<file path="src/rtl/gb_uc_pkg.sv">
// gb_uc_pkg: shared encodings for the control-unit microcode sequencers.
package gb_uc_pkg;
  localparam logic [1:0] MODE_ADD_SP = 2'b01;
  localparam logic [1:0] MODE_LD_HL = 2'b10;
  localparam int unsigned PC_REG = 5;
  localparam int unsigned SP_REG = 4;
  localparam int unsigned HL_REG = 3;
  localparam int unsigned Z_REG = 0;
  localparam logic [3:0] M1 = 4'b0001;
  localparam logic [3:0] M2 = 4'b0010;
  localparam logic [3:0] M3 = 4'b0100;
  localparam logic [3:0] M4 = 4'b1000;
endpackage

</file>
<file path="src/rtl/uc_step_counter.sv">
// uc_step_counter: one-hot T-step / M-cycle counter with start, clear and stall.
module uc_step_counter
  import gb_uc_pkg::*;
#(
  parameter int unsigned STEPS = 4
) (
  input  logic             clk_i,
  input  logic             rst_ni,
  input  logic             start_i,
  input  logic             clear_i,
  input  logic             stall_i,
  output logic [STEPS-1:0] step_o,
  output logic [3:0]       cycle_o
);
  logic [STEPS-1:0] step_q, step_d;
  logic [3:0] cycle_q, cycle_d;
  // An idle (all-zero) step vector rotates to itself, so no separate run flag is needed.
  always_comb begin
    step_d = start_i ? {{(STEPS-1){1'b0}}, 1'b1} :
             clear_i ? '0 : {step_q[STEPS-2:0], step_q[STEPS-1]};
    cycle_d = start_i ? M1 :
              clear_i ? 4'b0000 :
              step_q[STEPS-1] ? {cycle_q[2:0], 1'b0} : cycle_q;
  end
  always_ff @(posedge clk_i or negedge rst_ni)
    if (!rst_ni) begin
      step_q <= '0;
      cycle_q <= '0;
    end else if (!stall_i) begin
      step_q <= step_d;
      cycle_q <= cycle_d;
    end
  assign step_o = step_q;
  assign cycle_o = cycle_q;
endmodule

</file>
<file path="src/rtl/sp_rel_add_sequencer.sv">
// sp_rel_add_sequencer: microcode engine for ADD SP,s8 and LD HL,SP+s8.
module sp_rel_add_sequencer
  import gb_uc_pkg::*;
#(
  parameter int unsigned STEPS = 4,
  parameter int unsigned R8_W = 8,
  parameter int unsigned R16_W = 6,
  parameter int unsigned PC_IDX = PC_REG,
  parameter int unsigned SP_IDX = SP_REG,
  parameter int unsigned HL_IDX = HL_REG,
  parameter int unsigned Z_IDX = Z_REG
) (
  input  logic             i_Clk,
  input  logic             i_Reset_n,
  input  logic             i_Start,
  input  logic [1:0]       i_P,
  input  logic             i_Stall,
  input  logic [15:0]      i_SP,
  input  logic [7:0]       i_Bus_Data,
  output logic             o_Busy,
  output logic             o_Done,
  output logic [STEPS-1:0] o_Step,
  output logic [3:0]       o_Cycle,
  output logic             o_IR_Fetch,
  output logic             o_Bus_In,
  output logic             o_Address_Out,
  output logic [R8_W-1:0]  o_Read8,
  output logic [R8_W-1:0]  o_Write8,
  output logic [R16_W-1:0] o_Read16,
  output logic [R16_W-1:0] o_Write16,
  output logic [1:0]       o_Increment16,
  output logic [1:0]       o_Add_r8_Control,
  output logic [15:0]      o_Result,
  output logic [3:0]       o_Flags
);
  typedef enum logic [1:0] {IDLE, RUN, FETCH} state_e;
  state_e state_q;
  logic add_q;
  logic [7:0] e_q;
  logic [15:0] result_q;
  logic [3:0] flags_q;
  logic [STEPS-1:0] step;
  logic [3:0] cycle;
  logic legal, accept, clear, last_run, m1s0, m1s1, m2s0, m2s1, m2s2, h;
  logic [8:0] lo9;
  logic [7:0] hi;
  assign legal = i_P == MODE_ADD_SP || i_P == MODE_LD_HL;
  assign accept = i_Start && legal && !i_Stall && (state_q == IDLE || state_q == FETCH);
  assign clear = state_q == FETCH && !accept;
  assign last_run = state_q == RUN && step[STEPS-1] && cycle == (add_q ? M3 : M2);
  assign m1s0 = cycle == M1 && step[0];
  assign m1s1 = cycle == M1 && step[1];
  assign m2s0 = cycle == M2 && step[0];
  assign m2s1 = cycle == M2 && step[1];
  assign m2s2 = cycle == M2 && step[2];
  // Split add: the low byte's carry-out is C, and bit 4 of the low sum recovers the nibble carry H.
  assign lo9 = {1'b0, i_SP[7:0]} + {1'b0, e_q};
  assign hi = i_SP[15:8] + {8{e_q[7]}} + {7'd0, lo9[8]};
  assign h = i_SP[4] ^ e_q[4] ^ lo9[4];
  uc_step_counter #(.STEPS(STEPS)) u_cnt (
    .clk_i(i_Clk),
    .rst_ni(i_Reset_n),
    .start_i(accept),
    .clear_i(clear),
    .stall_i(i_Stall),
    .step_o(step),
    .cycle_o(cycle)
  );
  always_ff @(posedge i_Clk or negedge i_Reset_n)
    if (!i_Reset_n) begin
      state_q <= IDLE;
      add_q <= 1'b0;
      e_q <= '0;
      result_q <= '0;
      flags_q <= '0;
    end else if (!i_Stall) begin
      state_q <= accept ? RUN : last_run ? FETCH : state_q == FETCH ? IDLE : state_q;
      if (accept) add_q <= i_P == MODE_ADD_SP;
      if (m2s0) e_q <= i_Bus_Data;
      if (m2s2) begin
        result_q <= {hi, lo9[7:0]};
        flags_q <= {2'b00, h, lo9[8]};
      end
    end
  assign o_Busy = state_q != IDLE;
  assign o_Done = state_q == FETCH;
  assign o_IR_Fetch = state_q == FETCH;
  assign o_Step = step;
  assign o_Cycle = cycle;
  assign o_Address_Out = m1s0;
  assign o_Bus_In = m2s0;
  assign o_Read8 = R8_W'(m2s1) << Z_IDX;
  assign o_Write8 = R8_W'(m2s0) << Z_IDX;
  assign o_Read16 = (R16_W'(m1s0) << PC_IDX) | (R16_W'(m2s1) << SP_IDX);
  assign o_Write16 = (R16_W'(m1s1) << PC_IDX) | (R16_W'(m2s2 && add_q) << SP_IDX) |
                     (R16_W'(m2s2 && !add_q) << HL_IDX);
  assign o_Increment16 = {1'b0, m1s1};
  assign o_Add_r8_Control = {m2s2, m2s2};
  assign o_Result = result_q;
  assign o_Flags = flags_q;
endmodule

</file>
<file path="config.mk">
export PLATFORM = sky130hd
export DESIGN_NAME = sp_rel_add_sequencer
export DESIGN_NICKNAME = d
export VERILOG_FILES = /design/src/rtl/gb_uc_pkg.sv /design/src/rtl/uc_step_counter.sv /design/src/rtl/sp_rel_add_sequencer.sv
export SDC_FILE = /design/constraint.sdc
export NUM_CORES = 1
export LEC_CHECK = 0
export BUFFER_PORTS_ARGS = -buffer_cell sky130_fd_sc_hd__buf_2
export CAP_MARGIN = 10
export CORE_ASPECT_RATIO = 1.4
export CORE_MARGIN = 8
export CORE_UTILIZATION = 44
export CTS_CLUSTER_DIAMETER = 30
export DETAILED_ROUTE_END_ITERATION = 7
export GPL_ROUTABILITY_DRIVEN = 0
export PLACE_DENSITY = 0.73
export RECOVER_POWER = 50
export SLEW_MARGIN = 15
export SYNTH_ARGS = -nofsm -noshare
export SYNTH_HDL_FRONTEND = slang
export SYNTH_SLANG_ARGS = --single-unit
</file>
<file path="constraint.sdc">
create_clock -name i_Clk -period 3.6 [get_ports i_Clk]
set_input_delay 0.18 -clock i_Clk [delete_from_list [all_inputs] [get_ports i_Clk]]
set_output_delay 0.18 -clock i_Clk [all_outputs]
set_load 0.05 [all_outputs]
</file>
==> results.md <==
- Status: complete, but fails checks
- Failing checks: capacitance limit, slew limit
- Largest net degree at the start of global routing: 38
- Sw Share: 38.4%
- Sequential power share: a little over two fifths
- Area contributors post-synth: dfrtp_1 (38%), buf_4 (10%), ha_1 (7.7%), nand2_1 (4.3%), mux2_2 (4.1%)
- Fin crit period: 3.28 ns
- Area of the multi-input gates: 1300 um^2
- Post-CTS Setup Inserts: 0
- Post-synth top area share: 37.9%
- Share of cells above drive strength 1: between 20% and 30%
- Met3 usage: 4.24%
- Pwr dens: 421 nW/um^2
- # DRC: 0
- Final Hold Fails: 0
- Skew-Pair Late Insertion Delay: 0.29 ns
- Worst hold path class: in -> reg
- Detail Placement HPWL: 4350 um
- Clock power frac: a little over a quarter
- Fin area: 2770 um^2
- Maxcap violations: 1
- Fin crit share: around nine tenths
- Gr ovfl total: 0
- Critical path type: reg -> reg
- Synth area leader: dfrtp_1
- Leak: 1.48 nW
- FF+latch count, synth: 37
- CTS tree: done
- Inserted Clock Buffers: 5
- Total GRT Usage: between 10% and 20%
- Vias/cell: 5.07
- EDFF count, synth: 0
- CP required: 3.82 ns
- Worst Setup Start Kind: flop
- Ys flop type: dfrtp_1
- H-tree Lvls: 2
- Syn Inst Count: 248
- Final count of negative-setup-slack endpoints: 0
- Detailed router's first-iteration violation count: 105
- Top Usage Layer GRT: met2
- Cell-internal power: slightly above 700 uW
- Register area share after synthesis: 37.9%
- GR Util met2: 23.7%
- First-pass GRT wire length: 9500 um
- Initial antenna violation count: 0
- Cell Area, Placed: about 2700 um^2
- Synth async-reset ratio: 100%
- Yosys cell types: 45
- Netlist Area Pre-Place: 2450 um^2
- Vias: roughly 1,900
- Die Area: a little over 8000 um^2
- Arrival time at the worst endpoint: about 3.5 ns
- Vias in the first global route: 2,037
- Yosys warns: 0
- Critical Path End Type: flop
- Die width: 79.0 um
- Switching pwr: 448 uW
- Slew @ Worst Pin: ~2 ns
- Comb power frac: 31.0%
- CORE AREA: 5450 um^2
- Slew Viols, Final: 38
- Mean Syn Cell Area: approximately 9.9 um^2
- Worst vdd ir: 0.000233 V
- Worst slew margin: -33.1%
- FF+latch area: 926 um^2
- RSZ-0062 raised after global routing: false
- Fin nets: between 300 and 400
- Antenna viol nets, final: 0
- Met1 Usage GRT: 16.1%
- Ant diodes: 0
- Clk slew on worst S/H paths: 0.07 ns
- # fillers: 534
- FMAX: 304 MHz
- Clk buf depth: 2
- Layout Skew: 0.00717 ns
- Number of iterations in the first detailed-routing pass: 4
- CTS root buf: clkbuf_8
- Worst hold margin: 0.135 ns
- PortBufs: 70
- Clk sinks: 37
- Final WL: 5510 um
- Starting density of the core: 44.9%
- IO Pins: 95
- Setup TNS: 0 ns
- Die Y: ~100 um
- Worst Path Max Fanout: 3
- Standard-cell rows: 32
- Syn-to-layout area delta: 13.2%
- DR WL/cell: 14.6 um
cell usage in the layout (no fill, tap or decap), drive strengths merged, types with 3 or more instances in the layout:
| cell type | count |
|---|---|
| dfrtp | 37 |
| inv | 7 |
| nand2b | 3 |
| xnor2 | 3 |
| a211oi | 6 |
| conb | 24 |
| a21o | 3 |
| nor2 | 11 |
| and2 | 6 |
| mux2 | 9 |
| fa | 3 |
| nor3 | 3 |
| o21ai | 12 |
| o21bai | 3 |
| nor2b | 3 |
| o31ai | 3 |
| o211ai | 3 |
| clkbuf | 27 |
| nand3 | 5 |
| nand2 | 28 |
| a21oi | 10 |
| mux2i | 7 |
| ha | 15 |
| buf | 51 |
cell usage after synthesis, drive strengths merged (3+ instances only):
master  number
a21o         3
ha          15
fa           3
nor2        11
xnor2        3
o21ai       12
inv          7
nor2b        3
buf         38
nand2b       3
a21oi       10
nor3         3
nand3        5
dfrtp       37
a211oi       6
o31ai        3
mux2i        7
and2         6
mux2         9
o211ai       3
o21bai       3
nand2       28
registers in the layout (all words and copies together) (netlist names):
register       count
o_Result          16
e_q                8
u_cnt.cycle_o      4
u_cnt.step_o       4
o_Flags            2
state_q            2
add_q              1
power groups by stage:
stage,clock network (mW),logic (mW),registers (mW)
5_1_grt,0.345,0.393,0.496
3_5_place_dp,0,0.366,0.496
6_report,0.315,0.362,0.489
4_1_cts,0.323,0.366,0.488
2_1_floorplan,0,0.207,0.585
3_3_place_gp,0,0.361,0.493
path summary, 6_finish.rpt:
kind / cells past startpoint / end / slack, ns / start
setup / recovery: 12 / o_Result[14] / 0.32 / e_q[0]
hold / removal: 2 / e_q[2] / 0.13 / i_Bus_Data[2]
setup reg to reg: 12 / o_Result[14] / 0.32 / e_q[0]
hold reg to reg: 2 / o_Result[9] / 0.47 / o_Result[9]
max in group asynchronous: 1 / o_Flags[0] / 2.00 / i_Reset_n
min in group asynchronous: 1 / u_cnt.cycle_o[2] / 0.46 / i_Reset_n
worst max-delay path, stage by stage, from the launching register on:
cell and delay [ns]:
dfrtp_1 0.39, ha_1 0.21, fa_2 0.38, a21oi_2 0.15, o211ai_1 0.15, a21oi_1 0.19
o21bai_1 0.09, fa_1 0.43, fa_2 0.40, a211oi_2 0.22, o21bai_1 0.12, a2111o_1 0.41
nand3_1 0.08
stage by stage:
step                instances  setup WS [ns]  total power [mW]  utilization (%)
finish                    378          0.315              1.17             50.9
global route              378         0.0512              1.23             50.9
CTS                       378         0.0914              1.18             51.1
detailed placement        370          0.130             0.861             49.2
global placement          370          0.228             0.855             49.2
floorplan                 271          0.375             0.792                -
area by class of cell:
type,count,share of cell area [%]
clock buffer,7,3.48
clock inverter,1,0.181
multi-input combinational,187,46.9
timing repair buffer,71,12.0
sequential,37,33.4
inverter,7,0.949
tap,68,3.07
routing by layer:
| metal | share of wire, % | vias to the layer above |
|---|---|---|
| li1 | - | 940 |
| met1 | 41 | 890 |
| met2 | 49 | 80 |
| met4 | 1.3 | 0 |
| met3 | 9.4 | 7 |
| met5 | 0 | - |
repair_timing:
action / CTS / global route
endpoints found under the setup margin: 0 / 1
hold buffers: 0 / 0
gates resized for setup: 0 / 4
cells by family after synthesis:
| logic type | count (synthesis) | synth area share, % |
|---|---|---|
| simple gates | 72 | 15.3 |
| compound gates | 52 | 14.6 |
| buf+inv | 47 | 13.1 |
| flops | 37 | 37.9 |
| fa+ha+maj | 18 | 10.1 |
| mux | 16 | 7.01 |
| xor+xnor | 5 | 1.79 |
| other cells | 1 | 0.153 |
(Power assumes the default switching activity.)
